File: config.mk
export PLATFORM = sky130hd
export DESIGN_NAME = gshare_bht
export DESIGN_NICKNAME = d
export VERILOG_FILES = /design/src/rtl/gshare_bht_pkg.sv /design/src/rtl/gshare_bht_sat_counter.sv /design/src/rtl/gshare_bht.sv
export SDC_FILE = /design/constraint.sdc
export NUM_CORES = 2
export LEC_CHECK = 0
export ABC_CLOCK_PERIOD_IN_PS = 60300
export CORE_MARGIN = 1
export CORE_UTILIZATION = 60
export DETAILED_ROUTE_END_ITERATION = 10
export HOLD_SLACK_MARGIN = 0.05
export PLACE_DENSITY = 0.74
export SLEW_MARGIN = 20
export SYNTH_ARGS = -nofsm -noshare
export SYNTH_HDL_FRONTEND = slang
export SYNTH_HIERARCHICAL = 1
export SYNTH_SLANG_ARGS = --single-unit
File: constraint.sdc
create_clock -name clk_i -period 60.3 [get_ports clk_i]
set_input_delay 12.06 -clock clk_i [delete_from_list [all_inputs] [get_ports clk_i]]
set_output_delay 12.06 -clock clk_i [all_outputs]
set_load 0.02 [all_outputs]
File: src/rtl/gshare_bht_pkg.sv
// ---------------------------------------------------------------------------
// gshare_bht_pkg
// Shared definitions for the gshare branch history table and the predictor
// blocks that will sit next to it in the frontend.
//   INSTR_PER_FETCH   - default number of predictions produced per fetch
//   GSHARE_HIST_BITS  - default global history length
//   GSHARE_CTR_BITS   - default saturating counter width
//   GSHARE_VLEN       - PC width used by the bundled update record
//   gshare_state_e    - states of the table clear sweep
//   gshare_update_t   - resolved-branch update record, for later bundling
// ---------------------------------------------------------------------------
package gshare_bht_pkg;

   localparam int unsigned INSTR_PER_FETCH  = 2;
   localparam int unsigned GSHARE_HIST_BITS = 8;
   localparam int unsigned GSHARE_CTR_BITS  = 2;
   localparam int unsigned GSHARE_VLEN      = 64;

   // The table is either usable or being swept back to its initial contents.
   typedef enum logic {
      IDLE  = 1'b0,
      CLEAR = 1'b1
   } gshare_state_e;

   // Everything the backend hands back about a resolved conditional branch.
   typedef struct packed {
      logic                        valid;
      logic [GSHARE_VLEN-1:0]      pc;
      logic                        taken;
      logic                        mispredict;
      logic [GSHARE_HIST_BITS-1:0] ghr;
   } gshare_update_t;

endpackage

File: src/rtl/gshare_bht_sat_counter.sv
// ---------------------------------------------------------------------------
// sat_counter_next
// Pure combinational next value of a CTR_BITS-wide saturating counter.
// Reused by the gshare table and intended for future tournament/TAGE blocks.
//   ctr      - current counter value
//   taken    - resolved direction: 1 counts up, 0 counts down
//   ctr_next - updated counter, clamped to [0, 2^CTR_BITS-1]
// ---------------------------------------------------------------------------
module sat_counter_next #(
   parameter int unsigned CTR_BITS = 2
) (
   input  logic [CTR_BITS-1:0] ctr,
   input  logic                taken,
   output logic [CTR_BITS-1:0] ctr_next
);

   // Step towards the resolved direction, holding at either end of the range
   // so a long run of one outcome cannot wrap the counter around.
   always_comb begin
      ctr_next = ctr;
      if (taken) begin
         if (ctr != {CTR_BITS{1'b1}}) begin
            ctr_next = ctr + 1'b1;
         end
      end else begin
         if (ctr != {CTR_BITS{1'b0}}) begin
            ctr_next = ctr - 1'b1;
         end
      end
   end

endmodule

File: src/rtl/gshare_bht.sv
// ---------------------------------------------------------------------------
// gshare_bht
// Gshare branch history table for the frontend. Rows are selected by the
// fetch PC row bits XORed with a speculatively updated global history
// register; each row holds one {valid, counter} entry per fetch slot.
//   clk_i, rst_i         - clock, synchronous active-high reset
//   flush_i              - wipe the table (row sweep) and clear the history
//   debug_mode_i         - blocks table writes, history recovery still runs
//   vpc_i                - fetch PC, predictions are combinational from it
//   spec_valid_i/taken_i - predicted branch leaving fetch, shifts history
//   ghr_o                - current history, travels with the branch
//   update_*             - resolved branch: trains the table, and on a
//                          mispredict rebuilds the history from its snapshot
//   prediction_valid_o   - per-slot entry valid
//   prediction_taken_o   - per-slot counter MSB
//   init_busy_o          - clear sweep in progress
// ---------------------------------------------------------------------------
module gshare_bht #(
   parameter int unsigned NR_ENTRIES      = 1024,
   parameter int unsigned INSTR_PER_FETCH = gshare_bht_pkg::INSTR_PER_FETCH,
   parameter int unsigned CTR_BITS        = gshare_bht_pkg::GSHARE_CTR_BITS,
   parameter int unsigned HIST_BITS       = gshare_bht_pkg::GSHARE_HIST_BITS,
   parameter int unsigned VLEN            = 64
) (
   input  logic                       clk_i,
   input  logic                       rst_i,
   input  logic                       flush_i,
   input  logic                       debug_mode_i,
   input  logic [VLEN-1:0]            vpc_i,
   input  logic                       spec_valid_i,
   input  logic                       spec_taken_i,
   output logic [HIST_BITS-1:0]       ghr_o,
   input  logic                       update_valid_i,
   input  logic [VLEN-1:0]            update_pc_i,
   input  logic                       update_taken_i,
   input  logic                       update_mispredict_i,
   input  logic [HIST_BITS-1:0]       update_ghr_i,
   output logic [INSTR_PER_FETCH-1:0] prediction_valid_o,
   output logic [INSTR_PER_FETCH-1:0] prediction_taken_o,
   output logic                       init_busy_o
);

   import gshare_bht_pkg::*;

   localparam int unsigned NR_ROWS    = NR_ENTRIES / INSTR_PER_FETCH;
   localparam int unsigned ROW_BITS   = $clog2(NR_ROWS);
   localparam int unsigned IPF_BITS   = $clog2(INSTR_PER_FETCH);
   localparam int unsigned SLOT_BITS  = (IPF_BITS > 0) ? IPF_BITS : 1;
   localparam int unsigned ENTRY_BITS = CTR_BITS + 1;
   localparam int unsigned ROW_LSB    = IPF_BITS + 1;
   localparam int unsigned ROW_MSB    = ROW_BITS + IPF_BITS;

   localparam logic [ENTRY_BITS-1:0] CLEAR_ENTRY = {1'b0, 1'b1, {(CTR_BITS-1){1'b0}}};
   localparam logic [ROW_BITS-1:0]   LAST_ROW    = ROW_BITS'(NR_ROWS - 1);

   gshare_state_e r_state;
   gshare_state_e w_stateNext;
   logic [ROW_BITS-1:0] r_clrPtr;
   logic [ROW_BITS-1:0] w_clrPtrNext;
   logic [HIST_BITS-1:0] r_ghr;

   logic [ENTRY_BITS-1:0] r_table [NR_ROWS][INSTR_PER_FETCH];

   logic [ROW_BITS-1:0]  w_readRow;
   logic [ROW_BITS-1:0]  w_wrRow;
   logic [SLOT_BITS-1:0] w_wrSlot;
   logic [CTR_BITS-1:0]  w_wrOldCtr;
   logic [CTR_BITS-1:0]  w_ctrNext;
   logic                 w_wrEn;
   logic                 w_unusedPcBits;

   // Row selection hashes the PC row bits with the (zero-extended) history,
   // so the same branch lands in different rows under different histories.
   assign w_readRow = vpc_i[ROW_MSB:ROW_LSB] ^ ROW_BITS'(r_ghr);
   assign w_wrRow   = update_pc_i[ROW_MSB:ROW_LSB] ^ ROW_BITS'(update_ghr_i);

   // The slot within a row comes from the instruction offset bits of the PC;
   // with a single prediction per fetch there is only slot 0.
   generate
      if (IPF_BITS > 0) begin : g_slot
         assign w_wrSlot = update_pc_i[IPF_BITS:1];
      end else begin : g_noSlot
         assign w_wrSlot = '0;
      end
   endgenerate

   // PC bits outside the row/slot fields do not take part in indexing.
   assign w_unusedPcBits = ^{vpc_i[VLEN-1:ROW_MSB+1], vpc_i[IPF_BITS:0],
                             update_pc_i[VLEN-1:ROW_MSB+1], update_pc_i[0]};

   // Training is only allowed once the sweep has finished and outside debug
   // mode; anything resolving during the sweep is simply lost.
   assign w_wrEn     = update_valid_i && !debug_mode_i && (r_state == IDLE);
   assign w_wrOldCtr = r_table[w_wrRow][w_wrSlot][CTR_BITS-1:0];

   sat_counter_next #(
      .CTR_BITS (CTR_BITS)
   ) u_satCounter (
      .ctr      (w_wrOldCtr),
      .taken    (update_taken_i),
      .ctr_next (w_ctrNext)
   );

   // Clear sweep state register. Reset always starts a fresh sweep from row 0
   // so the table never exposes whatever the array powered up with.
   always_ff @(posedge clk_i) begin
      if (rst_i) begin
         r_state  <= CLEAR;
         r_clrPtr <= '0;
      end else begin
         r_state  <= w_stateNext;
         r_clrPtr <= w_clrPtrNext;
      end
   end

   // Sweep sequencing: one row per cycle, leaving after the last row. A flush
   // at any point, even mid-sweep, restarts from row 0 so rows already visited
   // cannot keep stale training from before the flush.
   always_comb begin
      w_stateNext  = r_state;
      w_clrPtrNext = r_clrPtr;
      case (r_state)
         IDLE: begin
            if (flush_i) begin
               w_stateNext  = CLEAR;
               w_clrPtrNext = '0;
            end
         end
         CLEAR: begin
            if (flush_i) begin
               w_clrPtrNext = '0;
            end else if (r_clrPtr == LAST_ROW) begin
               w_stateNext  = IDLE;
               w_clrPtrNext = '0;
            end else begin
               w_clrPtrNext = r_clrPtr + 1'b1;
            end
         end
         default: begin
            w_stateNext  = CLEAR;
            w_clrPtrNext = '0;
         end
      endcase
   end

   // Counter storage. It deliberately has no reset: the sweep writes every
   // row to invalid/weakly-taken, and afterwards a resolved branch sets its
   // entry valid and steps the counter. A write lands at the clock edge, so a
   // same-cycle read of that row still sees the old entry.
   always_ff @(posedge clk_i) begin
      if (r_state == CLEAR) begin
         for (int s = 0; s < INSTR_PER_FETCH; s++) begin
            r_table[r_clrPtr][s] <= CLEAR_ENTRY;
         end
      end else if (w_wrEn) begin
         r_table[w_wrRow][w_wrSlot] <= {1'b1, w_ctrNext};
      end
   end

   // Global history. A mispredict rebuilds the history from the snapshot the
   // branch carried plus its real outcome, and that beats any speculative
   // shift in the same cycle because the younger speculative branch is on the
   // wrong path. Recovery ignores debug mode so fetch stays coherent.
   always_ff @(posedge clk_i) begin
      if (rst_i || flush_i) begin
         r_ghr <= '0;
      end else if (update_valid_i && update_mispredict_i) begin
         r_ghr <= {update_ghr_i[HIST_BITS-2:0], update_taken_i};
      end else if (spec_valid_i) begin
         r_ghr <= {r_ghr[HIST_BITS-2:0], spec_taken_i};
      end
   end

   // Predictions come straight out of the addressed row; while sweeping they
   // are held at zero so fetch never acts on a half-cleared table.
   always_comb begin
      prediction_valid_o = '0;
      prediction_taken_o = '0;
      if (r_state == IDLE) begin
         for (int i = 0; i < INSTR_PER_FETCH; i++) begin
            prediction_valid_o[i] = r_table[w_readRow][i][CTR_BITS];
            prediction_taken_o[i] = r_table[w_readRow][i][CTR_BITS-1];
         end
      end
   end

   assign ghr_o       = r_ghr;
   assign init_busy_o = (r_state == CLEAR);

endmodule

==> impl_metrics.toml <==
[outcome]
status = "complete, no violations"

[setup_path]
cp_slowest_cell = "clkdlybuf4s50_1"
reg2reg_from = "r_table[91][0]"
end_kind = "output pin"
cp.required_ps = 48240
crit_chain = "clkdlybuf4s50_1 > xor2_4 > buf_4 > buf_4 > buf_12 > mux4_2 > nand2_1 > and3_1 > a311oi_1 > a31oi_1 > a2111oi_0 > o21ai_0 > a31oi_1 > clkdlybuf4s50_1"
cp_num_buf_inv = 5
cp-start-kind = "input pin"
arrival_ps = 19640
slowest_delay_ps = 830
critPathMaxFanout = 78
path_class = "in -> out"
r2r-end = "r_table[312][0]"
r2r_cells = 13
rrSetupSlack_ps = 53740
critical-path-top-delay-family = "buffers and inverters"

[floorplanning]
rows = 172
die_y_um = 472
die_area_um2 = 223000
ios = 158
die_x_um = 472
core_um2 = 220000
start_util_pct = 60.4

[timing]
period_share_pct = 52.6
max_slew_margin_pct = 8.56
rsz0062_at_grt = "no"
slew_viol_final = 0
clock.fmax_mhz = 31.5
setup_tns_ps = 0
tightest_slew_ps = 1370
finalHoldViolCount = 0
skew_ps = 65.5
finalCriticalPeriod_ps = 31700
setup_viol = 0

[power_and_ir_drop]
powerDensity_nw_per_um2 = 31.3
p_leak_nw = 53.4
ir_drop_mv = 0.0369

[yosys]
synth.top_cells.by_area = "edfxtp_1 (70%), mux4_2 (8.7%), mux2i_1 (6.7%), nor2_1 (3.2%), o22ai_1 (2.0%)"
synth.distinct_cells = 65
yosys.area.top_type_share_pct = 69.6
synth_largest_area_cell = "edfxtp_1"
yosys-top-cells-count = "edfxtp_1 (3072), nor2_1 (1138), mux2i_1 (887)"
syn_avg_cell_area_um2 = 16.2
synthFlopType = "edfxtp_1"
seq_area_frac_synth_pct = 69.9
synth_cells = 8173
syn_nets = 8320
synth_enable_flop_cells = 3072
synth_area_um2 = 133000
ys_async_sr_fraction_pct = 0
synth_warnings = 6
ys_ff_latch = 3090
synth.most_common_cell = "edfxtp_1"

[global_route]
grt_use_met1_pct = 47.4
grt_overflow = 0
grt_most_used_layer = "met2"
grt_max_degree = 247
antenna_found_initial = 17
grt_usage_pct = 36.5
grt_pass1_wl_mm = 574
grt_pass1_vias = 79800
use_met2_pct = 53.9
use_met3_pct = 11.0

[place]
dpl_cell_area_um2 = 136000
port_buffers = 48
gp_congestion = 0.942
post-dp-hpwl_mm = 232

[cts]
clk_latency_ps = 990
cts_hold_buf = 0
htreeDepth = 5
cts_tree = "yes"
cts_inserted_buffers = 320
clockRootBuffer = "clkbuf_16"
clock_path_buffers = 4
clk_pin_slew_ps = 60
cts_resized = 0
cts_sinks = 3090
postCtsSetupBuffers = 0

[detailed_routing]
drtIter0Drc = 13500
ant_nets = 0
route.vias.total = 81900
drtPass1Iterations = 10
via_per_inst = 7.28
post_drt_wl_per_cell_um = 36.2
drcViolationCount = 0
wirelength_mm = 407

[job]
maxCapViolCount = 0

[layout]
drive_gt1_share_pct = 14.9
fin_nets = 8272
areaGrowthSynthToFinish_pct = 9.77
final_area_um2 = 145000

[hold_path]
min_path_cells = 2
hp-class = "reg -> reg"
min_from = "r_clrPtr[7]"
min_to = "r_clrPtr[7]"
## state kept, by name, summed over array words and instances, names as in the netlist
register	count
r_table	3072
r_clrPtr	9
ghr_o	8
init_busy_o	1
## layout by cell type, fill, tap and decap left out, types with 10 or more instances in the layout
master | synthesis | final
edfxtp_1 | 3072 | 3072
nor2_1 | 1138 | 1130
mux2i_1 | 887 | 887
nand2_1 | 582 | 534
mux4_2 | 509 | 509
o22ai_1 | 428 | 428
clkbuf_16 | 0 | 327
nand3_1 | 189 | 181
buf_4 | 111 | 181
nor4_1 | 112 | 107
clkinv_1 | 0 | 72
a21oi_1 | 70 | 70
clkbuf_1 | 308 | 60
a22oi_1 | 58 | 58
o21ai_0 | 50 | 50
mux4_1 | 47 | 47
clkdlybuf4s50_1 | 0 | 47
clkinv_2 | 0 | 45
a31oi_1 | 40 | 40
nand4_1 | 36 | 36
a32oi_1 | 35 | 35
nor3_1 | 36 | 35
nand2_4 | 0 | 30
bufinv_16 | 0 | 27
and3_1 | 24 | 24
a221oi_1 | 24 | 24
diode_2 | 0 | 22
buf_12 | 15 | 21
nand2_2 | 0 | 18
dfxtp_1 | 18 | 18
o2111ai_1 | 15 | 15
a211oi_1 | 14 | 14
o41ai_1 | 14 | 13
o21ai_1 | 17 | 13
o31ai_1 | 14 | 12
xnor2_2 | 1 | 11
xor2_4 | 0 | 10
## stage by stage
step	total power, mW	hold slack, ps	util [%]	setup slack (ps)	std cells
after floorplan	2.56	454	-	20500	8173
after global placement	2.67	495	61.7	28880	10700
after detailed placement	2.67	497	61.7	28830	10700
after CTS	4.53	505	66.2	28810	11200
after global routing	4.62	542	66.2	28610	11200
final	4.55	525	66.3	28600	11200
## power by group
part,switching [mW],internal (mW)
Sequential,0.000960,2.32
Clock,0.808,1.10
Combinational,0.223,0.0881
## routing by layer
metal / vias up / part of all wire (%)
met1: 41100 / 34
met3: 1402 / 14
li1: 32300 / -
met4: 6 / 7.6
met2: 7049 / 44
met5: - / 0.011
## layout make-up
class / instances / area (um2)
timing repair buffer: 252 / 2280
antenna: 22 / 55.1
sequential: 3090 / 92600
clock buffer: 388 / 8420
fill: 14600 / 74000
tap: 2871 / 3590
inverter: 4 / 27.5
clock inverter: 157 / 1410
multi-input combinational: 4457 / 37100
## worst reg2reg max path: stages, from the launching register on
cell	delay (ps)
edfxtp_1	380
mux2i_1	160
o22ai_1	130
o41ai_1	680
nand4_1	550
nor2_1	690
nor4_1	300
a22oi_1	240
nand3_1	120
inv_1	80
maj3_2	180
and2_4	810
buf_12	700
buf_4	1090
## worst max-delay path by stage
stage                      start               endpoint  cells past startpoint
floorplan           debug_mode_i          r_table[0][0]                      5
global placement        vpc_i[3]  prediction_taken_o[1]                     14
detailed placement      vpc_i[3]  prediction_taken_o[1]                     14
CTS                     vpc_i[3]  prediction_taken_o[1]                     14
global route            vpc_i[3]  prediction_taken_o[1]                     14
finish                  vpc_i[3]  prediction_taken_o[1]                     14
## cell families after synthesis
| logic type | count (synthesis) | share of synthesized area [%] |
|---|---|---|
| fa+ha+maj | 4 | 0.0359 |
| flops | 3090 | 69.9 |
| buf+inv | 626 | 2.70 |
| xor+xnor | 32 | 0.240 |
| mux | 1443 | 16.3 |
| compound gates | 836 | 4.20 |
| simple gates | 2142 | 6.66 |
(Power assumes the default switching activity.)
